===== src/rtl/spi_types.sv =====
// spi_types: shared state encoding and byte width for the SPI peripheral
package spi_types;
  localparam int SPI_BYTE_BITS = 8;
  typedef enum logic [1:0] {S_IDLE, S_SHIFT, S_RELOAD} spi_peripheral_state_t;
endpackage


===== src/rtl/spi_edge_sync.sv =====
// spi_edge_sync: N-stage input synchronizer with rise/fall pulses
module spi_edge_sync #(
  parameter int N = 2
) (
  input  logic clk,
  input  logic d,
  output logic rise,
  output logic fall
);
  logic [N-1:0] q;
  logic prev;
  // Unreset chain keeps tracking the pin through rst, so no phantom edge appears on release
  always_ff @(posedge clk) begin
    q <= {q[N-2:0], d};
    prev <= q[N-1];
  end
  assign rise = q[N-1] & ~prev;
  assign fall = ~q[N-1] & prev;
endmodule


===== src/rtl/spi_peripheral.sv =====
// spi_peripheral: SPI mode-0 secondary; optional o_frame_err via SPI_PERIPHERAL_FRAME_ERR_EN
module spi_peripheral
  import spi_types::*;
#(
  parameter int SYNC_STAGES = 2
) (
  input  logic       clk,
  input  logic       rst,
  input  logic       sclk,
  input  logic       csb,
  input  logic       mosi,
  output logic       miso,
  input  logic       i_valid,
  input  logic [7:0] i_data,
  output logic       i_ready,
  output logic       o_valid,
  output logic [7:0] o_data,
  output logic       o_underrun,
  output logic [2:0] bit_counter
`ifdef SPI_PERIPHERAL_FRAME_ERR_EN
  ,
  output logic       o_frame_err
`endif
);
  localparam logic [2:0] BC_TOP = 3'(SPI_BYTE_BITS - 1);
  spi_peripheral_state_t state;
  logic sclk_rise, sclk_fall, csb_rise, csb_fall;
  logic [SYNC_STAGES-1:0] mosi_q;
  logic mosi_s, full, load, wr;
  logic [7:0] hold, tx_sh;
  logic [6:0] rx_sh;
  spi_edge_sync #(.N(SYNC_STAGES)) u_sclk (.clk(clk), .d(sclk), .rise(sclk_rise), .fall(sclk_fall));
  spi_edge_sync #(.N(SYNC_STAGES)) u_csb (.clk(clk), .d(csb), .rise(csb_rise), .fall(csb_fall));
  // mosi needs only the chain, aligned with the sclk edge detection
  always_ff @(posedge clk) mosi_q <= {mosi_q[SYNC_STAGES-2:0], mosi};
  assign mosi_s = mosi_q[SYNC_STAGES-1];
  assign load = !csb_rise && ((state == S_IDLE && csb_fall) || (state == S_RELOAD && sclk_fall));
  assign wr = i_valid && !full;
  assign i_ready = !full;
  assign miso = tx_sh[7] & (state != S_IDLE);
  // One-entry holding register; a load always empties it, dropping a same-cycle write
  always_ff @(posedge clk) begin
    if (rst) begin
      full <= 1'b0;
      hold <= '0;
    end else if (load) full <= 1'b0;
    else if (wr) begin
      full <= 1'b1;
      hold <= i_data;
    end
  end
  // Transaction FSM: byte loads, rx/tx shifting, csb-rise abort
  always_ff @(posedge clk) begin
    if (rst) begin
      state <= S_IDLE;
      rx_sh <= '0;
      tx_sh <= '0;
      bit_counter <= '0;
      o_data <= '0;
      o_valid <= 1'b0;
      o_underrun <= 1'b0;
`ifdef SPI_PERIPHERAL_FRAME_ERR_EN
      o_frame_err <= 1'b0;
`endif
    end else begin
      o_valid <= 1'b0;
      o_underrun <= load && !full;
`ifdef SPI_PERIPHERAL_FRAME_ERR_EN
      o_frame_err <= csb_rise && state == S_SHIFT && bit_counter != BC_TOP;
`endif
      if (load) begin
        tx_sh <= full ? hold : '0;
        rx_sh <= '0;
        bit_counter <= BC_TOP;
        state <= S_SHIFT;
      end
      if (csb_rise) state <= S_IDLE;
      else if (state == S_SHIFT && sclk_rise) begin
        rx_sh <= {rx_sh[5:0], mosi_s};
        if (bit_counter == 3'd0) begin
          o_data <= {rx_sh, mosi_s};
          o_valid <= 1'b1;
          state <= S_RELOAD;
        end else bit_counter <= bit_counter - 3'd1;
      end else if (state == S_SHIFT && sclk_fall) tx_sh <= {tx_sh[6:0], 1'b0};
    end
  end
endmodule

===== config.mk =====
export PLATFORM = sky130hd
export DESIGN_NAME = spi_peripheral
export DESIGN_NICKNAME = d
export VERILOG_FILES = /design/src/rtl/spi_types.sv /design/src/rtl/spi_edge_sync.sv /design/src/rtl/spi_peripheral.sv
export SDC_FILE = /design/constraint.sdc
export NUM_CORES = 1
export LEC_CHECK = 0
export BUFFER_PORTS_ARGS = -buffer_cell sky130_fd_sc_hd__buf_2
export CAP_MARGIN = 40
export CORE_ASPECT_RATIO = 1.75
export CORE_MARGIN = 5
export CORE_UTILIZATION = 40
export DETAILED_ROUTE_END_ITERATION = 12
export PLACE_DENSITY = 0.59
export SETUP_SLACK_MARGIN = 0.15
export SLEW_MARGIN = 0
export SYNTH_ARGS = -nofsm -noshare
export SYNTH_HDL_FRONTEND = slang
export SYNTH_SLANG_ARGS = --single-unit

===== constraint.sdc =====
create_clock -name clk -period 2.1 [get_ports clk]
set_input_delay 0 -clock clk [delete_from_list [all_inputs] [get_ports clk]]
set_output_delay 0 -clock clk [all_outputs]
set_load 0.05 [all_outputs]

# Yosys cells after proc, flatten, opt, wreduce, memory -nomap -nowiden
# Cells that the tools add are included.
[word_totals]
ff_bits = 47
output_inout_bits = 15
word_cells = 63
inputBits = 14
[classes]
n_eq_ne = 2
n_mux = 16
bitwise = 12
addsub = 1
n_reduce_logical = 18
[op_table]
columns = ["op", "count"]
rows = [
  ["2-to-1 mux 8 bit", 5],
  ["2-to-1 mux 7 bit", 3],
  ["2-to-1 mux 3 bit", 4],
  ["logical AND 1 bit", 7],
  ["NOT 1 bit", 7],
  ["2-to-1 mux 2 bit", 3],
  ["AND 1 bit", 5],
  ["OR reduction 2 bit", 2],
  ["zero test 3 bit", 1],
  ["AND reduction 3 bit", 1],
  ["OR reduction 3 bit", 1],
  ["subtractor 3 x 1 -> 3 bit (second input constant)", 1],
  ["== test 2 x 1 -> 1 bit (second input constant)", 1],
  ["== test 2 bit (second input constant)", 1],
  ["zero test 1 bit", 2],
  ["zero test 2 bit", 1],
  ["AND reduction 2 bit", 1],
  ["nonzero test 2 bit", 1],
  ["logical OR 1 bit", 1],
  ["2-to-1 mux 1 bit", 1],
]

# Depth between registers and ports, before layout
# Gate-level depths: netlist of run 1.
[depth]
depth_word = 9
mapped_depth = 6

# By module
# Synthesis of run 1 repeated with hierarchy kept, for this count alone.
[unflattened]
cells_unflattened = 212
area_unflattened_um2 = 1935.6
[by_module_without_submodules]
columns = ["mod", "cells_per_inst", "n_inst", "seq_area_each_um2", "area_each_um2"]
rows = [
  ["spi_peripheral", 202, 1, 820.8, 1785.5],
  ["spi_edge_sync", 5, 2, 60.1, 75.1],
]

# Worst setup path before layout of run 1
# Ideal clock, no wire load.
[synth_timing]
path_type = "reg2reg"
from = "register bit_counter[0]"
to = "register bit_counter[0]"
synth_period_minus_slack_ns = 1.839
path_stages_with_launch = 7
slack_ns = 0.261
required_time_ns = 2.014
t_arrival_ns = 1.754
cell_sequence = "dfxtp_1 -> inv_1 -> ha_1 -> nor2b_1 -> and4bb_2 -> nor3_1 -> a211oi_1"
[synth_between]
elab_chain_cells = 4
[synth_lines]
columns = ["element", "line", "rtl"]
rows = [
  ["start, declared", "spi_peripheral.sv:19", "output logic [2:0] bit_counter"],
  ["start signal, assigned", "spi_peripheral.sv:84", "end else bit_counter <= bit_counter - 3'd1;"],
  ["subtractor 3 x 1 -> 3 bit, or another cell as far along", "spi_peripheral.sv:84", ""],
  ["2-to-1 mux 3 bit", "spi_peripheral.sv:80", "if (bit_counter == 3'd0) begin"],
  ["2-to-1 mux 3 bit", "spi_peripheral.sv:78", "else if (state == S_SHIFT && sclk_rise) begin"],
  ["2-to-1 mux 3 bit (*)", "spi_peripheral.sv:77", "if (csb_rise) state <= S_IDLE;"],
]
# Every way passes the cells marked *; elsewhere a longest branch is shown, timed or not.
# A chain may end at the register's enable or synchronous reset.

# Final worst setup path of run 1
[layout_timing]
from = "register u_csb.q[1]"
to = "register hold[3]"
[layout_between]
elab_chain_cells = 7
[layout_lines]
columns = ["element", "line", "rtl"]
rows = [
  ["start, declared", "spi_edge_sync.sv:10", "logic [N-1:0] q;"],
  ["start signal, assigned", "spi_edge_sync.sv:14", "q <= {q[N-2:0], d};"],
  ["NOT 1 bit", "spi_edge_sync.sv:18", "assign fall = ~q[N-1] & prev;"],
  ["AND 1 bit", "spi_edge_sync.sv:18", ""],
  ["logical AND 1 bit", "spi_peripheral.sv:37", "assign load = !csb_rise && ((state == S_IDLE && csb_fall) || (state == S_RELOAD && sclk_fall));"],
  ["logical OR 1 bit", "spi_peripheral.sv:37", ""],
  ["logical AND 1 bit (*)", "spi_peripheral.sv:37", ""],
  ["NOT 1 bit (no source line) (*)", "--", ""],
  ["AND reduction 2 bit (no source line) (*)", "--", ""],
  ["end signal, assigned", "spi_peripheral.sv:49", "hold <= i_data;"],
  ["end, declared", "spi_peripheral.sv:30", "logic [7:0] hold, tx_sh;"],
]
# Marked as above.

==> results.md, run 1 <==
- Status: finished, final reports clean
- Final min period: between 1500 and 2000 ps
- Slew HR: 0.5114
- Global route total overflow: 0
- Clock root buffer: clkbuf_8
- Crit Path Max Fanout: 8
- Clock tree buffer depth: 2
- Crit end category: flop
- Post-CTS sizing: 0
- WP buf/inv: 0
- Setup CP Type: reg -> reg
- Largest net degree at the start of global routing: 39
- Clk_skew: about 4.6 ps
- Crit path max-delay cell type: a311oi_4
- Class of the worst hold path: in -> reg
- H-tree depth: 2
- Chip height: roughly 100 µm
- Routed len/inst: roughly 13 µm
- Antenna viol nets, final: 0
- Row count: 32
- Peak VDD IR: ~0.66 mV
- Synth Area in Compound Gates: 0.1230
- Crit path largest cell delay: between 600 and 700 ps
- Cts hold-fix bufs: 12
- Post-CTS Setup Repair Bufs: 0
- Multi-input combinational cell area: roughly 800 µm²
- Worst setup SP type: flop
- Post-synthesis adder-cell area fraction: 0.01382
- Xor and xnor area share after synthesis: 0
- RSZ-0062 raised after global routing: false
- Initial antenna violation count: 0
- Fin. max-slew vios: 0
- Crit-path leading delay family: compound AO/OA/AOI/OAI gates
- Simple-Gate Fraction of Synth Area: 0.2163
- Post-synth top area share: 0.5197
- Final WL: ~3.7 mm
- Total power density per cell area: about 760 mW/mm²
- Post-layout utilization of the core: 0.4994
- Placed Cells incl. Taps: 256
- Clk pin slew, worst setup/hold paths: approximately 90 ps
- Mapped Nets: 200
- CTS tree: yes
- Commonest cells after routing, fill and taps aside: 47 x dfxtp_1, 28 x buf_2, 26 x nor2_1
- Area Overhead vs Synth: 21.49%
- Die area: 0.006025 mm²
- Fin cells: about 280
- Layout net count: 240
- Fillcell total: around 450
- Vias in the first global route: 1500
- Iter 0 DRT Violations: roughly 40
- Period utilization: 0.8164
- Layout cells sized above 1: 0.2178
- CP cell instances: nand2b_1 -> a311oi_4 -> mux2i_1 -> nor2_1
- Leak pwr: ~0.95 nW
- Netlist cell types: 30
- Area contributors post-synth: dfxtp_1 52%, mux2i_1 8.8%, nor2_1 5.4%
- Core area: 0.004404 mm²
- Mean Syn Cell Area: 9.840 µm²
- Worst EP required: between 2000 and 2500 ps
- Initial core utilization: 0.4111
- Die W: approximately 61 µm
- Cell accounting for the most synthesized area: dfxtp_1
- DP HPWL: about 2.6 mm
- Via count: about 1400
- Max-cap viol count: 0
- Mapped Cells: around 180
- Global placement routability congestion: about 0.75
- Final setup viols: 0
- CP arrival: 1870 ps
- Fraction of the yosys area taken by sequential cells: 0.5197
- Total Power: approximately 1.7 mW
- Setup TNS: 0 ps
- I/O Buffers: 28
- Clock Sink Count: 47
- GRT Util Overall: 0.1373
- Main combinational cell family by area after synthesis: simple AND/OR/NAND/NOR gates
- DR DRC count: 0
- Ports: 29
- Yosys warns: 0
- Pre-Repair DR Iteration Count: 4
- Antenna Cells: 0
- Via density per instance: roughly 5.1
- Mapped cell area: approximately 0.0018 mm²
- Worst-margin pin slew: ~730 ps
- Fmax: a little under 600 MHz
- First-pass GRT wire length: 6.479 mm
- Final hold vios: 0
- Most common cell after layout, fill and taps aside: dfxtp_1
- FF+latch count, synth: 47
- Worst-Skew Late Latency: ~300 ps
- Total CTS buffers: 5
- Area occupied by registers: roughly 940 µm²
- Multiplexer share of the synthesized area: 0.08846
cells by family (layout without fill, tap and decap cells):
kind of cell / after synthesis / after routing
compound gates: 25 / 25
fa+ha+maj: 2 / 2
buf+inv: 15 / 56
flops: 47 / 47
mux: 16 / 16
simple gates: 79 / 79
Yosys cell counts:
master and number:
nand2b_1 2, buf_6 1, a211oi_1 4, mux2i_1 16
o211a_1 1, buf_4 1, a31oi_2 1, dfxtp_1 47
o21a_1 1, nor2b_2 1, a31o_2 1, nor4b_4 1
ha_1 2, nor3_1 7, nand4_2 1, inv_1 5
a311oi_4 1, nand3_1 18, nor2_1 26, nor2b_1 4
a21oi_1 8, clkbuf_1 6, and3_1 1, a311oi_2 3
and4bb_2 1, a21boi_0 1, and2b_1 1, a311oi_1 4
buf_2 2, nand2_1 16
state kept, by name, summed over array words and instances (netlist names), 3 cells and up:
name and flops:
bit_counter 3, tx_sh 8, o_data 8, rx_sh 7, hold 8
area by class of cell:
type                    count  share of cell area
well taps                  51             0.02901
flip-flops and latches     47              0.4278
clock inverters             3             0.01138
inverters                   5            0.008532
clock buffers               5             0.03129
multi-input cells         122              0.3635
repair buffers             43              0.1286
through the flow:
| step | setup slack [ps] | hold slack [ps] | cell area, µm² |
|---|---|---|---|
| 2_1_floorplan | 260.7 | 27.72 | 1810 |
| 3_3_place_gp | 410.8 | 103.1 | 1986 |
| 3_5_place_dp | 388.5 | 104.0 | 1986 |
| 4_1_cts | 363.4 | 246.5 | 2200 |
| 5_1_grt | 217.8 | 268.9 | 2200 |
| 6_report | 385.7 | 248.2 | 2200 |
final timing paths:
kind / start / to / slack [ps] / cells after the start
setup reg to reg: u_csb.q[1] / hold[3] / 390 / 4
hold reg to reg: mosi_q[0] / mosi_q[1] / 330 / 0
setup / recovery: u_csb.q[1] / hold[3] / 390 / 4
hold / removal: rst / hold[6] / 250 / 2
where the power goes:
part	internal (mW)	switching [mW]
Combinational	0.0734	0.102
Sequential	0.921	0.0247
Clock	0.238	0.314
Total	1.23	0.441
worst reg2reg max path, delay by kind of cell, from the launching register on:
| family | cells | cell delay [ps] |
|---|---|---|
| AOI/OAI and AO/OA | 1 | 640 |
| DFF | 1 | 410 |
| muxes | 1 | 250 |
| and+or+nand+nor | 2 | 280 |
layer usage:
| metal | wire, µm | vias to the layer above | global-route usage | part of all wire |
|---|---|---|---|---|
| met5 | 0 | - | 0 | 0 |
| met3 | 111 | 4 | 0.04063 | 0.030 |
| met4 | 38 | 0 | 0.03172 | 0.010 |
| li1 | - | 718 | - | - |
| met2 | 1943 | 19 | 0.2440 | 0.53 |
| met1 | 1596 | 658 | 0.1550 | 0.43 |
No activity file was read; power rests on OpenSTA's default activity.
==> inputs of run 2 (changes only) <==
--- a/config.mk
+++ b/config.mk
@@ -5,13 +5,14 @@
 export SDC_FILE = /design/constraint.sdc
 export NUM_CORES = 1
 export LEC_CHECK = 0
+export ABC_AREA = 1
 export BUFFER_PORTS_ARGS = -buffer_cell sky130_fd_sc_hd__buf_2
 export CAP_MARGIN = 40
 export CORE_ASPECT_RATIO = 1.75
 export CORE_MARGIN = 5
 export CORE_UTILIZATION = 40
 export DETAILED_ROUTE_END_ITERATION = 12
-export PLACE_DENSITY = 0.59
+export PLACE_DENSITY = 0.58
 export SETUP_SLACK_MARGIN = 0.15
 export SLEW_MARGIN = 0
 export SYNTH_ARGS = -nofsm -noshare
==> constraint.sdc (replaced) <==
create_clock -name clk -period 1.7 [get_ports clk]
set_input_delay 0 -clock clk [delete_from_list [all_inputs] [get_ports clk]]
set_output_delay 0 -clock clk [all_outputs]
set_load 0.05 [all_outputs]
==> run 2 against run 1 <==
  * Cell count increased by 24%
  * Global-route usage increased by 0.45 points
  * Core utilization decreased by 0.50 points
  * Synthesized area increased by 7.0%
  * Setup slack got worse by 140 ps
  * Clock skew increased by 6.3 ps
  * Clock power increased by 58%
  * Critical path depth increased by 3
  * Sequential power increased by 24%
  * Combinational power increased by 51%
  * Critical path type unchanged
  * Maximum frequency increased by 18%
  * Largest power group unchanged
  * Die area increased by 6.0%
==> results.md, run 2 <==
- Fin. max-slew vios: 0 (unchanged)
- Clk pin slew, worst setup/hold paths: 90 ps (about the same)
- DR DRC count: 0 (unchanged)
- CTS tree: yes (unchanged)
- Most common cell after layout, fill and taps aside: nand2_1 (was dfxtp_1)
- Slew HR: 0.7425 (was 0.5114)
- Final setup viols: 0 (unchanged)
- Global route total overflow: 0 (unchanged)
- Internal power: 1.726 mW (was 1.233 mW)
- H-tree depth: 2 (unchanged)
- Clock root buffer: clkbuf_8 (unchanged)
- Max-cap viol count: 0 (unchanged)
- Antenna Cells: 0 (unchanged)
- Peak VDD IR: 0.6423 mV (was 0.6639 mV)
- Worst setup SP type: flop (unchanged)
- Mapped Cells: 251 (was 184)
- Status: finished, final reports clean (unchanged)
- Post-synth top area share: 0.4858 (was 0.5197)
- Total power density per cell area: 993.2 mW/mm² (was 760.6 mW/mm²)
- Worst-Skew Late Latency: 300 ps (about the same)
- Final WL: 4.057 mm (was 3.689 mm)
- Mapped Nets: 267 (was 200)
- DP HPWL: 3.082 mm (was 2.591 mm)
- Combinational Power Share: 0.115 (was 0.105)
- Iter 0 DRT Violations: 31 (was 41)
- EDFF count, synth: 0 (unchanged)
- Final hold vios: 0 (unchanged)
- Largest regs: hold: 8 flops, o_data: 8 flops, tx_sh: 8 flops (unchanged)
- Worst hold margin: 10.51 ps (was 248.2 ps)
- Yosys warns: 0 (unchanged)
- Fillcell total: 484 (was 451)
- I/O Buffers: 28 (unchanged)
- Period utilization: 0.8560 (was 0.8164)
- Die W: 62.60 µm (was 60.86 µm)
- Die area: 0.006388 mm² (was 0.006025 mm²)
- Clock power share: 0.377 (was 0.330)
- Pre-Repair DR Iteration Count: 4 (unchanged)
- Leak pwr: 1.145 nW (was 0.9505 nW)
- Total Power: 2.311 mW (was 1.673 mW)
- Via count: 1664 (was 1399)
- Antenna viol nets, final: 0 (unchanged)
- Initial core utilization: 0.4115 (was 0.4111)
- Cell accounting for the most synthesized area: dfxtp_1 (unchanged)
- Area contributors post-synth: dfxtp_1 49%, nand2_1 9.1%, nand3_1 7.0% (was dfxtp_1 52%, mux2i_1 8.8%, nor2_1 5.4%)
- Class of the worst hold path: in -> reg (unchanged)
- Vias in the first global route: 1702 (was 1500)
- Post-DP Area: 0.002150 mm² (was 0.001986 mm²)
- Commonest cells after routing, fill and taps aside: 47 x nand2_1, 45 x dfxtp_1, 32 x nor2_1 (was 47 x dfxtp_1, 28 x buf_2, 26 x nor2_1)
- Via density per instance: 4.865 (was 5.069)
- RSZ-0062 raised after global routing: false (unchanged)
- GRT Util Overall: 0.1418 (was 0.1373)
- Final instance area: 0.002327 mm² (was 0.002200 mm²)
- Chip height: 102.1 µm (was 99 µm)
- Core area: 0.004707 mm² (was 0.004404 mm²)
- Layout cells sized above 1: 0.2276 (was 0.2178)
- Fin cells: 342 (was 276)
- FF+latch count, synth: 47 (unchanged)
- Total CTS buffers: 5 (unchanged)
- Setup TNS: 0 ps (unchanged)
- Largest net degree at the start of global routing: 17 (was 39)
- Crit Path Max Fanout: 9 (was 8)
- Post-synth top flop: dfxtp_1 (unchanged)
- Switching Share: 0.2533 (was 0.2633)
- Clk_skew: 10.93 ps (was 4.640 ps)
- Layout net count: 305 (was 240)
- Setup CP Type: reg -> reg (unchanged)
- Post-synth ARST share: 0 (unchanged)
- Netlist cell types: 25 (was 30)
- Ports: 29 (unchanged)
- Most common library cells after synthesis: 47 x dfxtp_1, 47 x nand2_1, 33 x nor2_1 (was 47 x dfxtp_1, 26 x nor2_1, 18 x nand3_1)
- Clock tree buffer depth: 2 (unchanged)
- Row count: 33 (was 32)
- Fmax: 687.2 MHz (was 583.3 MHz)
- Clock Sink Count: 47 (unchanged)
- CP arrival: 1650 ps (was 1870 ps)
- Fraction of the yosys area taken by sequential cells: 0.4858 (was 0.5197)
- Sw Pwr: 585.4 µW (was 440.5 µW)
- Placed Cells incl. Taps: 330 (was 256)
- Worst-margin pin slew: 385.8 ps (was 732.8 ps)
- Crit end category: flop (unchanged)
- Initial antenna violation count: 0 (unchanged)
- Routed len/inst: 11.86 µm (was 13.37 µm)
- Final min period: 1455 ps (was 1714 ps)
- Area Overhead vs Synth: 20.15% (was 21.49%)
- Power share of the sequential group: 0.508 (was 0.565)
- Mapped cell area: 0.001937 mm² (was 0.001810 mm²)
- Mean Syn Cell Area: 7.717 µm² (was 9.840 µm²)
- First-pass GRT wire length: 7.355 mm (was 6.479 mm)
- Worst EP required: 1890 ps (was 2260 ps)
- Global placement routability congestion: 0.7865 (was 0.7474)
-- run 2: cell types whose count changed after synthesis, sizes merged, moves of 5 or more --
cell    change
nor2       +10
a21oi       +7
nand3       +9
inv        +26
a311oi      -8
nor2b       -5
nand2      +37
nand3b      +8
o21ai      +17
mux2i      -16
nor3        -6
-- run 2: final cells by class --
type	count	area [µm²]	area share
Clock buffer	6	82.58	0.03548
Clock inverter	2	38.79	0.01667
Inverter	31	116.4	0.05000
Multi-Input combinational cell	163	833.3	0.3581
Sequential cell	47	943.4	0.4054
Tap cell	52	65.06	0.02796
Timing Repair Buffer	41	247.7	0.1065
-- run 2: timing repair --
action | in CTS | in global routing
hold endpoints to repair | 4 | 0
buffers inserted | 0 | 0
endpoints found under the setup margin | 0 | 10
hold buffers | 4 | 0
resized for setup | 0 | 3
-- run 2: routing by layer --
layer	share of wire	vias to the layer above	GRT usage
met5	0	-	0
met1	0.41	765	0.1433
met4	0.020	0	0.07190
met2	0.54	22	0.2708
met3	0.029	8	0.02860
li1	-	869	-
-- run 2: cells by family (layout without fill, tap and decap cells) --
kind of cell,after synthesis,count (layout),share of synthesized area
adders and majority gates,2,2,0.01292
DFF,47,47,0.4858
xor gates and xnor gates,1,1,0.004523
AOI/OAI and AO/OA,33,33,0.09754
buffers and inverters,41,80,0.09237
and+or+nand+nor,127,127,0.3068
-- run 2: power by group through the flow --
stage / combinational, mW / clock [mW] / sequential [mW]
2_1_floorplan: 0.172 / 0 / 1.22
3_3_place_gp: 0.256 / 0 / 1.20
3_5_place_dp: 0.258 / 0 / 1.20
4_1_cts: 0.266 / 0.895 / 1.17
5_1_grt: 0.303 / 0.946 / 1.18
6_report: 0.266 / 0.872 / 1.17
-- run 2: per-stage QoR --
stage / utilization / worst slack (ps)
after floorplan: - / 250.8
after global placement: 0.4567 / 239.6
after detailed placement: 0.4567 / 200.1
after CTS: 0.4910 / 164.3
after global routing: 0.4944 / 149.5
final: 0.4944 / 244.8
-- run 2: path summary, 6_finish.rpt --
| kind | startpoint | to | slack, ps | depth (start not counted) |
|---|---|---|---|---|
| min reg2reg | u_csb.q[0] | u_csb.q[1] | 330 | 0 |
| max reg2reg | state[0] | o_data[5] | 240 | 7 |
| min | i_data[2] | hold[2] | 10 | 4 |
| max | state[0] | o_data[5] | 240 | 7 |
-- run 2: critical path, cell delays in order (launching register included) --
cell     delay (ps)
dfxtp_1         430
nand2_1         120
nor2_4          260
nand2_4          80
nor2_2          150
inv_2           100
nor2_1          130
nor2_1           60
